## config.mk

```make
export PLATFORM = sky130hd
export DESIGN_NAME = prg_sdram_port
export DESIGN_NICKNAME = d
export VERILOG_FILES = /design/src/rtl/fcart_pkg.sv /design/src/rtl/sync_edge.sv /design/src/rtl/prg_sdram_port.sv
export SDC_FILE = /design/constraint.sdc
export NUM_CORES = 1
export LEC_CHECK = 0
export CAP_MARGIN = 25
export CORE_ASPECT_RATIO = 0.9
export CORE_MARGIN = 3
export CORE_UTILIZATION = 38
export CTS_CLUSTER_SIZE = 24
export DETAILED_ROUTE_END_ITERATION = 7
export GPL_ROUTABILITY_DRIVEN = 0
export GPL_TIMING_DRIVEN = 0
export HOLD_SLACK_MARGIN = 0.02
export PLACE_DENSITY = 0.8
export SLEW_MARGIN = 20
export SYNTH_ARGS = -nofsm -noshare
export SYNTH_HDL_FRONTEND = slang
export SYNTH_SLANG_ARGS = --single-unit
```

## constraint.sdc

```tcl
create_clock -name clk -period 1.8 [get_ports clk]
set_clock_uncertainty 0.05 [all_clocks]
set_input_delay 0.18 -clock clk [delete_from_list [all_inputs] [get_ports clk]]
set_output_delay 0.18 -clock clk [all_outputs]
set_load 0.02 [all_outputs]
```

## src/rtl/fcart_pkg.sv

```systemverilog
// Shared cartridge types: PRG port FSM states and SDRAM byte-enable encodings.
package fcart_pkg;

  typedef enum logic [2:0] {
    ST_IDLE,
    ST_WR_SETTLE,
    ST_REQ,
    ST_RD_WAIT,
    ST_HOLD
  } prg_port_state_t;

  localparam logic [1:0] WMASK_LO = 2'b01;
  localparam logic [1:0] WMASK_HI = 2'b10;

  // Byte address bit 0 selects which half of the 16-bit SDRAM word is addressed.
  function automatic logic [1:0] byte_mask(input logic lsb);
    return lsb ? WMASK_HI : WMASK_LO;
  endfunction

endpackage

```

## src/rtl/sync_edge.sv

```systemverilog
// Multi-stage synchroniser for an asynchronous level, with one-clk rise/fall pulses.
// Level appears STAGES clks after the pin; edge pulses are decoded from the last two stages.
module sync_edge #(
  parameter int STAGES = 2
) (
  input  logic clk,
  input  logic rst,
  input  logic d,
  output logic level,
  output logic rise,
  output logic fall
);

  logic [STAGES-1:0] sync_q;
  logic [STAGES-1:0] sync_d;
  logic              prev_q;
  logic              prev_d;

  always_comb begin
    sync_d = {sync_q[STAGES-2:0], d};
    prev_d = sync_q[STAGES-1];
  end

  always_ff @(posedge clk or posedge rst) begin
    if (rst) begin
      sync_q <= '0;
      prev_q <= 1'b0;
    end else begin
      sync_q <= sync_d;
      prev_q <= prev_d;
    end
  end

  assign level = sync_q[STAGES-1];
  assign rise  = sync_q[STAGES-1] & ~prev_q;
  assign fall  = ~sync_q[STAGES-1] & prev_q;

endmodule

```

## src/rtl/prg_sdram_port.sv

```systemverilog
// Bridges asynchronous CPU oe/we strobes to exactly one SDRAM word access per strobe.
// Read byte lands in data_out 1 clk after ram_rvalid; ram_req is held until ram_ack.
module prg_sdram_port #(
  parameter int ADDR_BITS   = 23,
  parameter int SYNC_STAGES = 2,
  parameter int WR_SETTLE   = 3
) (
  input  logic                 clk,
  input  logic                 cpu_reset,
  input  logic                 m2,
  input  logic [ADDR_BITS-1:0] addr,
  input  logic [7:0]           data_in,
  output logic [7:0]           data_out,
  input  logic                 oe,
  input  logic                 we,
  output logic                 refresh,
  output logic                 ram_req,
  output logic                 ram_we,
  output logic [ADDR_BITS-2:0] ram_addr,
  output logic [1:0]           ram_wmask,
  output logic [15:0]          ram_wdata,
  input  logic                 ram_ack,
  input  logic [15:0]          ram_rdata,
  input  logic                 ram_rvalid
);
  import fcart_pkg::*;

  localparam int CNT_W = (WR_SETTLE > 1) ? $clog2(WR_SETTLE) : 1;
  localparam logic [CNT_W-1:0] SETTLE_LAST = CNT_W'(WR_SETTLE - 1);

  logic oe_s, oe_rise, oe_fall;
  logic we_s, we_rise, we_fall;
  logic m2_s, m2_rise, m2_fall;

  sync_edge #(.STAGES(SYNC_STAGES)) u_sync_oe (
    .clk(clk), .rst(cpu_reset), .d(oe), .level(oe_s), .rise(oe_rise), .fall(oe_fall)
  );

  sync_edge #(.STAGES(SYNC_STAGES)) u_sync_we (
    .clk(clk), .rst(cpu_reset), .d(we), .level(we_s), .rise(we_rise), .fall(we_fall)
  );

  sync_edge #(.STAGES(SYNC_STAGES)) u_sync_m2 (
    .clk(clk), .rst(cpu_reset), .d(m2), .level(m2_s), .rise(m2_rise), .fall(m2_fall)
  );

  logic unused_edges;
  assign unused_edges = &{1'b0, oe_fall, we_fall, m2_s, m2_rise};

  prg_port_state_t         state_q;
  logic [CNT_W-1:0]        settle_cnt_q;
  logic                    lsb_q;
  logic                    ram_req_q;
  logic                    ram_we_q;
  logic [ADDR_BITS-2:0]    ram_addr_q;
  logic [1:0]              ram_wmask_q;
  logic [15:0]             ram_wdata_q;
  logic [7:0]              data_out_q;

  // A simultaneous we/oe rise is treated as a write only; the read is dropped.
  always_ff @(posedge clk or posedge cpu_reset) begin
    if (cpu_reset) begin
      state_q      <= ST_IDLE;
      settle_cnt_q <= '0;
      lsb_q        <= 1'b0;
      ram_req_q    <= 1'b0;
      ram_we_q     <= 1'b0;
      ram_addr_q   <= '0;
      ram_wmask_q  <= 2'b00;
      ram_wdata_q  <= 16'h0000;
      data_out_q   <= 8'h00;
    end else begin
      case (state_q)
        ST_IDLE: begin
          if (we_rise) begin
            ram_addr_q   <= addr[ADDR_BITS-1:1];
            lsb_q        <= addr[0];
            settle_cnt_q <= '0;
            state_q      <= ST_WR_SETTLE;
          end else if (oe_rise) begin
            ram_addr_q  <= addr[ADDR_BITS-1:1];
            lsb_q       <= addr[0];
            ram_we_q    <= 1'b0;
            ram_wmask_q <= byte_mask(addr[0]);
            ram_req_q   <= 1'b1;
            state_q     <= ST_REQ;
          end
        end
        // CPU write data is only valid late in M2 high, so sample it after a fixed settle.
        ST_WR_SETTLE: begin
          if (settle_cnt_q == SETTLE_LAST) begin
            ram_wdata_q <= {data_in, data_in};
            ram_we_q    <= 1'b1;
            ram_wmask_q <= byte_mask(lsb_q);
            ram_req_q   <= 1'b1;
            state_q     <= ST_REQ;
          end else begin
            settle_cnt_q <= settle_cnt_q + 1'b1;
          end
        end
        ST_REQ: begin
          if (ram_ack) begin
            ram_req_q <= 1'b0;
            state_q   <= ram_we_q ? ST_HOLD : ST_RD_WAIT;
          end
        end
        ST_RD_WAIT: begin
          if (ram_rvalid) begin
            data_out_q <= lsb_q ? ram_rdata[15:8] : ram_rdata[7:0];
            state_q    <= ST_HOLD;
          end
        end
        ST_HOLD: begin
          if (!oe_s && !we_s) begin
            state_q <= ST_IDLE;
          end
        end
        default: state_q <= ST_IDLE;
      endcase
    end
  end

  logic ref_pend_q;
  logic ref_pend_d;
  logic refresh_ok;

  // Refresh only slips into bus-idle windows: no request outstanding and no read in flight.
  always_comb begin
    refresh_ok = ((state_q == ST_IDLE) || (state_q == ST_HOLD)) && !ram_req_q;
    ref_pend_d = m2_fall | (ref_pend_q & ~refresh_ok);
  end

  always_ff @(posedge clk or posedge cpu_reset) begin
    if (cpu_reset) begin
      ref_pend_q <= 1'b0;
    end else begin
      ref_pend_q <= ref_pend_d;
    end
  end

  assign refresh   = ref_pend_q & refresh_ok;
  assign ram_req   = ram_req_q;
  assign ram_we    = ram_we_q;
  assign ram_addr  = ram_addr_q;
  assign ram_wmask = ram_wmask_q;
  assign ram_wdata = ram_wdata_q;
  assign data_out  = data_out_q;

endmodule

```

Word-level counts from Yosys, hierarchy flattened
Cells that the tools add are included.

Register bits after elaboration: 66.

Bitwise gates (word level): 10. Eq/ne operators: 14. Reductions and logical operators: 17. Add/sub/neg operators: 1. Mux-type cells: 30.

Operators by type and width (number): 22-bit 2-to-1 mux (2); 3-bit 2-to-1 mux (7); 3-bit case mux with 5 select lines (1); 2-bit 2-to-1 mux (7); 2-bit != test (second input constant) (7); 5-bit AND reduction (2); 1-bit 2-to-1 mux (8); 8-bit 2-to-1 mux (1); 2-bit case mux with 2 select lines (2); 3-bit by 2-bit equality test with 1-bit output (second input constant) (2); 2-bit AND reduction (3); 1-bit AND (5); 1-bit inverter (4); 4-bit AND reduction (1); 2-bit nonzero test (2); 3-bit by 1-bit equality test with 1-bit output (second input constant) (1); 3-bit equality test (second input constant) (1); 1-bit logical NOT (3); 3-bit logical NOT (1); 3-bit by 2-bit != test with 1-bit output (second input constant) (1); 1-bit case mux with 3 select lines (1); 3-bit AND reduction (1); 3-bit nonzero test (1); 2-bit by 1-bit adder with 2-bit output (second input constant) (1); 6 further kinds (7).

Logic depth before layout (Yosys ltp)
Gate-level depths: netlist of run 1.

Depth in word-level cells: 6. Depth in mapped cells: 6. Gate-level depth less buffers: 5.

Modules after synthesis
Synthesis of run 1 repeated with hierarchy kept, for this count alone.

Cells, all modules: 186. Area total of the unflattened synthesis: 2454.9 µm².

By module, submodules not included: prg_sdram_port (instances 1, area each 2173.3 µm², cells an instance 168); sync_edge (instances 3, area each 93.8 µm², cells an instance 6).

Worst setup path before layout of run 1
Ideal clock, no wire load.

Path kind: flip-flop to flip-flop. From: register state_q[2]. To: register lsb_q. Cell stages (with the launch flop): 7. Data required time: 1625 ps. Clock period less this slack: 1690 ps. Path slack: 110 ps. Arrival: 1515 ps. Cells stage by stage: dfrtp_1 > buf_2 > or3_4 > nand2b_4 > buf_6 > buf_6 > mux2_4.

Longest elaborated chain between the ends: 2.

RTL lines: start, declared (line prg_sdram_port.sv:50) `prg_port_state_t state_q;`; start signal, assigned (line prg_sdram_port.sv:104) `state_q <= ram_we_q ? ST_HOLD : ST_RD_WAIT;`; 3-bit logical NOT (line prg_sdram_port.sv:73) `case (state_q)`; 2-bit AND reduction (no line); end signal, assigned (line prg_sdram_port.sv:77) `lsb_q <= addr[0];`; end signal, assigned (line prg_sdram_port.sv:82) `lsb_q <= addr[0];`; end, declared (line prg_sdram_port.sv:52) `logic lsb_q;`.

No other way between the ends. A chain may end at the register's enable or synchronous reset.

Final worst setup path of run 1
From: register state_q[0]. To: register ram_addr_q[15], in the netlist ram_addr[15].

Longest elaborated chain between the ends: 2.

RTL lines: 3-bit logical NOT (line prg_sdram_port.sv:73); 2-bit AND reduction (no line); end signal, assigned (line prg_sdram_port.sv:76) `ram_addr_q <= addr[ADDR_BITS-1:1];`; end signal, assigned (line prg_sdram_port.sv:81) `ram_addr_q <= addr[ADDR_BITS-1:1];`; end, declared (line prg_sdram_port.sv:55) `logic [ADDR_BITS-2:0] ram_addr_q;`.

No other way between the ends.

==> results_dict.tcl, run 1 <==
set metrics [dict create \
    p_leak_nw 1.77 \
    final_cell_mix "clkdlybuf4s50_1, dfrtp_1, mux2_4, mux2_2" \
    die_h_um 82.6 \
    antenna_found_initial 0 \
    drv_slew 0 \
    muxShareOfSynthArea_pct 22.5 \
    drc 0 \
    synthesis.nets 230 \
    cts-root-buf "clkbuf_8" \
    nets 350 \
    worstPathCellList "or3_4 > nand2b_4 > buf_6 > buf_6 > mux2_4" \
    ctsHoldBuffers 0 \
    max_cap_violations 0 \
    setup_violations 0 \
    fill_cells 517 \
    status "completed" \
    dr.pass1.iters 5 \
    synth_top_family_by_area "multiplexers" \
    overflow 0 \
    fin_crit_ps 1770 \
    path_common_cell "buf_6" \
    wire_per_inst_um 14.8 \
    synth_xor_area_share_pct 0 \
    grt_pass1_wl_mm 8.94 \
    ios 105 \
    yosys.cell_types.count 32 \
    die_x_um 91.1 \
    synth_area_sq_um 2480 \
    synth_fa_ha_area_share_pct 0.505 \
    finalCritPeriodShare_pct 98.1 \
    first_iter_violations 58 \
    grt_pass1_vias 1849 \
    setup_ws_ps 35.0 \
    wl_met3_um 389 \
    rows 27 \
    critPathRequiredTime_ps 1970 \
    synth_top_area_share_pct 58.6 \
    post_drt_via_cell_ratio 4.64 \
    vias 1797 \
    hp-class "primary input to flop" \
    synth-seq-area-share_pct 58.6 \
    clock_sinks 58 \
    cp.arrival_ps 1930 \
    slew-limit-headroom_pct 53.4 \
    antenna_left 0 \
    seqCellArea_sq_um 1450 \
    yosys.area.top_type "dfrtp_1" \
    area_delta_synth_final_pct 57.6 \
    cts_buffers 9 \
    ys_warn_count 0 \
    crit_fanout 10 \
    ir_drop_mv 0.985 \
    pre_cts_slack_ps -70.5 \
    cpPeakStageDelay_ps 440 \
    clock.fmax_ghz 0.567 \
    multiInputGateArea_sq_um 898 \
    tns_ps 0 \
    crit_slowest_cell "dfrtp_2" \
    met1_length_mm 2.26 \
    clk_pin_slew_ps 70 \
    tightest_slew_ps 699 \
    dr.max_layer_used "met4" \
    synthCells 175 \
    ys_top_cells_by_area "dfrtp_1, mux2_4, mux2_2" \
    synth_compound_area_share_pct 5.86 \
    reg2regPathDepth 5 \
    die-area_sq_um 7530 \
    final_core_util_pct 62.8 \
    core_area_sq_um 6220 \
    hold_depth 1 \
    final_common_cell "clkdlybuf4s50_1" \
    start_kind "flop" \
    met2_wirelength_mm 3.01 \
    cp-end-kind "flop" \
    avgSynthCellArea_sq_um 14.2 \
    timing.hold.ws_ps 238 \
    antenna_cells 0 \
    p_per_area_nw_per_um2 1870 \
    hpwl_mm 4.15 \
    io_buffers 104 \
    h-tree-depth 3 \
    yosys.area_share.simple_pct 7.12 \
    cts_buffer_depth 2 \
    rsz0062_at_grt "false" \
    critPathKind "flop to flop" \
    grt_max_degree 59 \
    cts_tree "done" \
    clk_latency_ps 330 \
    initial_core_util_pct 39.9 \
    synth_seq_cells 58 \
    track_usage_pct 15.4 \
    routed_wirelength_mm 5.71 \
    finalHoldViolCount 0 \
    drive_gt1_share_pct 26.0 \
]
==> timing repair <==
item | CTS | global route
endpoints found under the setup margin | 23 | 29
pin swaps | 0 | 0
resized for setup | 8 | 1
buffers inserted | 0 | 6
==> where the power goes <==
group          internal (mW)  switching [mW]
sequential              1.87           0.348
clock                  0.807           0.505
combinational           2.11            1.65
total                   4.79            2.50
==> final cells by class <==
| class | count | share of cell area [%] |
|---|---|---|
| Inverter | 5 | 0.545 |
| Buffer | 15 | 2.85 |
| Sequential cell | 58 | 37.2 |
| Multi-Input combinational cell | 96 | 23.0 |
| Tap cell | 87 | 2.79 |
| Clock buffer | 10 | 3.52 |
| Clock inverter | 6 | 2.05 |
| Timing Repair Buffer | 110 | 28.0 |
==> sequential cells by signal (all words and copies together) (netlist names) <==
name,cells
lsb_q,1
u_sync_we.prev_q,1
u_sync_m2.prev_q,1
u_sync_oe.sync_q,2
state_q,3
data_out,8
settle_cnt_q,2
u_sync_oe.prev_q,1
u_sync_m2.sync_q,2
u_sync_we.sync_q,2
ref_pend_q,1
ram_wmask,2
ram_req,1
ram_wdata,8
ram_addr,22
ram_we,1
==> worst paths after layout <==
path,start,endpoint,slack [ps]
max,state_q[0],ram_addr[15],30
min,we,u_sync_we.sync_q[0],240
max reg2reg,state_q[0],ram_addr[15],30
min reg2reg,u_sync_m2.sync_q[0],u_sync_m2.sync_q[1],300
max in group asynchronous,cpu_reset,state_q[2],930
min in group asynchronous,cpu_reset,ram_wdata[13],260
==> metal layers <==
metal	up-vias	GRT usage (%)
li1	843	-
met1	893	18.0
met2	55	25.7
met3	6	7.07
met4	0	4.52
met5	-	0
==> synthesized netlist by cell type <==
cell      instances
buf_4             8
mux2_2           14
nand4b_1          2
buf_6             3
or3_4             1
nand3_1           1
buf_1             1
o31ai_1           3
o21ai_0          13
nor3_1            1
nand2b_1          2
ha_1              1
nor2_1            2
o22a_1            1
mux2i_1          10
a211o_1           1
inv_1             5
nand2b_4          2
or3b_1            1
mux2_4           20
a21o_1            1
buf_2             2
o221ai_1          1
o31a_1            1
nor4b_1           1
clkbuf_1          2
nand2_1          12
dfrtp_1          58
o211ai_1          2
nor3b_2           1
or3_1             1
nand2b_2          1
==> critical path: cells and delay by family, from the launching register on <==
| family | cells | cell delay (ps) |
|---|---|---|
| AND/OR/NAND/NOR | 2 | 570 |
| flip-flops | 1 | 440 |
| multiplexers | 1 | 300 |
| buffers and inverters | 2 | 290 |
==> kinds of logic after synthesis <==
kind of cell,Yosys count
AO/OA/AOI/OAI,23
flip-flops,58
buffers and inverters,21
adder cells (fa/ha/maj),1
AND/OR/NAND/NOR,28
multiplexers,44
==> through the flow <==
stage	power (mW)	std cells	cell area, sq um
floorplan	4.36	175	2480
global placement	5.83	366	3630
detailed placement	5.94	366	3630
CTS	7.29	381	3850
global route	7.70	387	3910
finish	7.29	387	3910
(Power assumes the default switching activity.)
==> run 2: changes to the inputs <==
- CELL_PAD_IN_SITES_DETAIL_PLACEMENT: not set -> 1
- CELL_PAD_IN_SITES_GLOBAL_PLACEMENT: not set -> 2
- CORE_UTILIZATION: 38 -> 24
- PLACE_DENSITY: 0.8 -> 0.79
- SKIP_CTS_REPAIR_TIMING: not set -> 1
==> results_dict.tcl, run 2 (synthesized netlist as in run 1, its figures left out) <==
set metrics [dict create \
    tns_ps 0 \
    cts_buffer_depth 2 \
    cp.arrival_ps 1910 \
    die-area_sq_um 11600 \
    first_iter_violations 42 \
    h-tree-depth 3 \
    hp-class "primary input to async pin" \
    hpwl_mm 4.74 \
    core_area_sq_um 9870 \
    grt_max_degree 35 \
    grt_pass1_vias 1961 \
    antenna_left 0 \
    finalCritPeriodShare_pct 97.7 \
    tightest_slew_ps 670 \
    dr.pass1.iters 4 \
    ios 105 \
    routed_wirelength_mm 6.42 \
    rows 34 \
    cp-end-kind "flop" \
    fin_crit_ps 1760 \
    grt_pass1_wl_mm 10.4 \
    track_usage_pct 11.5 \
    finalHoldViolCount 0 \
    final_cell_mix "clkdlybuf4s50_1, dfrtp_1, mux2_4, buf_4, mux2_2" \
    cts_buffers 9 \
    fill_cells 1046 \
    cts_tree "done" \
    drive_gt1_share_pct 26.1 \
    critPathKind "flop to flop" \
    placed_cell_area_sq_um 3700 \
    die_x_um 113 \
    clock.fmax_ghz 0.569 \
    p_leak_nw 1.83 \
    antenna_cells 0 \
    drv_slew 0 \
    post_drt_via_cell_ratio 4.24 \
    met1_length_mm 2.64 \
    start_kind "flop" \
    setup_violations 0 \
    antenna_found_initial 0 \
    clock_sinks 58 \
    clk_latency_ps 320 \
    slew-limit-headroom_pct 55.4 \
    final_common_cell "clkdlybuf4s50_1" \
    nets 354 \
    clk_pin_slew_ps 50 \
    critPathRequiredTime_ps 1950 \
    vias 1819 \
    largest_register_ffs 22 \
    pre_cts_slack_ps -153 \
    area_delta_synth_final_pct 64.5 \
    ir_drop_mv 0.909 \
    max_cap_violations 0 \
    dr.max_layer_used "met4" \
    final_area_sq_um 4080 \
    met2_wirelength_mm 3.29 \
    p_per_area_nw_per_um2 1870 \
    wire_per_inst_um 15.0 \
    setup_ws_ps 41.2 \
    cts-root-buf "clkbuf_16" \
    drc 0 \
    wl_met3_um 398 \
    status "completed" \
    overflow 0 \
    crit_fanout 10 \
    die_h_um 102 \
    io_buffers 104 \
    initial_core_util_pct 25.1 \
]
run 2: cell types whose count changed in the layout (fill, tap and decap cells not counted):
cell       change
bufinv_16      -2
clkbuf_8       -8
buf_12         +2
clkbuf_1       +1
buf_4          +2
dfrtp_1        +1
clkinv_2       -1
clkbuf_16     +10
buf_6          -1
dfrtp_2        -1
run 2: final timing paths:
kind | startpoint | to | slack, ps | cells after the start
setup reg to reg | state_q[2] | ram_addr[2] | 40 | 5
setup / recovery | state_q[2] | ram_addr[2] | 40 | 5
hold reg to reg | u_sync_m2.sync_q[0] | u_sync_m2.sync_q[1] | 300 | 0
hold / removal | cpu_reset | ram_addr[21] | 130 | 2
min in group clk | we | u_sync_we.sync_q[0] | 250 | 1
max in group asynchronous | cpu_reset | state_q[0] | 1070 | 3
run 2: stage by stage:
| stage | instances | hold WS [ps] | power (mW) | utilization [%] |
|---|---|---|---|---|
| after floorplan | 175 | 161 | 4.36 | - |
| after global placement | 405 | 284 | 5.90 | 37.2 |
| after detailed placement | 406 | 286 | 5.99 | 37.5 |
| after CTS | 421 | 138 | 7.60 | 40.2 |
| after global routing | 429 | 160 | 8.09 | 41.3 |
| final | 429 | 132 | 7.63 | 41.3 |
run 2: report_power, final:
group,switching (mW),internal (mW)
clock network,0.539,0.988
registers,0.356,1.87
logic,1.69,2.18
total,2.59,5.04
run 2: critical path, cell delays in order (launching register included):
cell      delay, ps
dfrtp_1         370
buf_6           130
or3_4           390
nand2b_4        220
buf_6           180
mux2_4          290
run 2: layout make-up:
class | count | area (sq um) | share of cell area [%]
flip-flops and latches | 58 | 1450 | 35.6
repair buffers | 114 | 1150 | 28.3
multi-input cells | 96 | 898 | 22.0
clock buffers | 12 | 256 | 6.29
well taps | 126 | 158 | 3.87
plain buffers | 15 | 120 | 2.95
inverters | 5 | 21.3 | 0.522
clock inverters | 3 | 15.0 | 0.368
run 2: per-layer routing:
metal  up-vias  track usage (%)
met5         -                0
met4         0             4.44
met3         8             4.62
met2        54             19.2
met1       908             13.4
li1        849                -
==> run 3: changes to the inputs <==
- CORE_UTILIZATION: 24 -> 30
- CTS_BUF_LIST: not set -> sky130_fd_sc_hd__clkbuf_4 sky130_fd_sc_hd__clkbuf_8
- PLACE_DENSITY: 0.79 -> 0.91
- clock period: 1.8 -> 2.3 ns (I/O delays scaled with it)
==> results_dict.tcl, run 3 (synthesized netlist as in run 1, its figures left out) <==
set metrics [dict create \
    cts_tree "done" \
    nets 345 \
    core_area_sq_um 7770 \
    rsz0062_at_grt "false" \
    timing.hold.ws_ps 285 \
    final_common_cell "clkdlybuf4s50_1" \
    routed_wirelength_mm 6.32 \
    area_delta_synth_final_pct 53.6 \
    cp-end-kind "flop" \
    antenna_cells 0 \
    p_comb_share_pct 53.5 \
    antenna_found_initial 0 \
    setup_violations 0 \
    hold_depth 1 \
    grt_pass1_vias 2015 \
    grt_pass1_wl_mm 10.4 \
    post_drt_via_cell_ratio 4.62 \
    clk_latency_ps 330 \
    final_core_util_pct 49.0 \
    cts-root-buf "clkbuf_8" \
    switching_share_pct 35.9 \
    die_h_um 92.2 \
    ios 105 \
    clock_sinks 58 \
    final_cell_mix "clkdlybuf4s50_1, dfrtp_1, mux2_4, mux2_2, o21ai_0" \
    p_seq_share_pct 31.9 \
    p_sw_mw 1.95 \
    critPathKind "flop to flop" \
    setup_ws_ps 390 \
    drc 0 \
    largest_register_ffs 22 \
    p_leak_nw 1.72 \
    cp.arrival_ps 2070 \
    reg2regPathDepth 4 \
    max_cap_violations 0 \
    track_usage_pct 14.4 \
    h-tree-depth 3 \
    tns_ps 0 \
    p_clk_share_pct 14.6 \
    antenna_left 0 \
    cts_buffer_depth 2 \
    wire_per_inst_um 16.2 \
    die-area_sq_um 9390 \
    rows 30 \
    ff2ff_setup_slack_ps 390 \
    tightest_slew_ps 749 \
    clk_pin_slew_ps 60 \
    die_x_um 102 \
    r2r-start "state_q[2]" \
    dr.pass1.iters 4 \
    pre_cts_slack_ps 370 \
    ir_drop_mv 0.624 \
    critPathRequiredTime_ps 2460 \
    slew-limit-headroom_pct 49.8 \
    drive_gt1_share_pct 22.9 \
    hp-start "m2" \
    p_per_area_nw_per_um2 1430 \
    totalPowerFinal_mw 5.43 \
    grt_max_degree 59 \
    holdPathEnd "u_sync_m2.sync_q[0]" \
    io_buffers 104 \
    initial_core_util_pct 31.9 \
    finalHoldViolCount 0 \
    regToRegEndpoint "ram_wdata[11]" \
    fin_crit_ps 1910 \
    hp-class "primary input to flop" \
    crit_fanout 10 \
    start_kind "flop" \
    met1_length_mm 2.40 \
    intPower_mw 3.48 \
    cts_buffers 9 \
    met2_wirelength_mm 3.45 \
    drv_slew 0 \
    clock.fmax_ghz 0.524 \
    wl_met3_um 427 \
    vias 1797 \
    finalCritPeriodShare_pct 83.1 \
    overflow 0 \
    dr.max_layer_used "met4" \
    status "completed" \
    first_iter_violations 72 \
    hpwl_mm 4.69 \
]
run 3: cell types whose count changed in the layout (fill, tap and decap cells not counted), sizes merged:
| cell | before | now |
|---|---|---|
| buf | 23 | 14 |
| clkbuf | 15 | 13 |
| clkinv | 3 | 2 |
| clkinvlp | 0 | 1 |
| dlymetal6s2s | 0 | 1 |
run 3: worst max-delay path by stage:
stage               startpoint             to  slack, ps  depth (start not counted)
floorplan            cpu_reset    data_out[0]        590                          1
global placement     cpu_reset    data_out[7]       -480                          2
detailed placement  state_q[2]  ram_wdata[11]        370                          4
CTS                 state_q[0]        refresh        -10                          3
global route        state_q[1]    data_out[3]        270                          5
finish              state_q[2]  ram_wdata[11]        390                          4
run 3: cell type report:
cell class                      instances  area (sq um)
Buffer                                 16           115
Clock buffer                           11           145
Clock inverter                          3          17.5
Fill cell                             802          3960
Inverter                                5          21.3
Multi-Input combinational cell         96           892
Sequential cell                        58          1450
Tap cell                               96           120
Timing Repair Buffer                  104          1040
run 3: power by group through the flow:
stage                     logic (mW)  registers (mW)  clock network, mW
final                           2.90            1.73              0.794
after CTS                       2.95            1.74              0.829
after detailed placement        2.93            1.75                  0
after floorplan                 1.24            2.17                  0
after global routing            3.09            1.80              0.868
after global placement          2.88            1.72                  0
run 3: metal layers:
layer,track usage (%),up-vias
met5,0,-
met4,4.32,0
met3,5.70,4
met2,24.9,61
met1,16.3,900
li1,-,832
run 3: critical path, stage by stage (launching register included):
cell and delay (ps):
dfrtp_1 350, buf_2 170, nand2b_4 160, nor3b_2 640
mux2_2 410
run 3: stage by stage:
| stage | std cells | area [sq um] |
|---|---|---|
| detailed placement | 375 | 3640 |
| global route | 389 | 3810 |
| floorplan | 175 | 2480 |
| CTS | 389 | 3800 |
| global placement | 375 | 3640 |
| finish | 389 | 3810 |
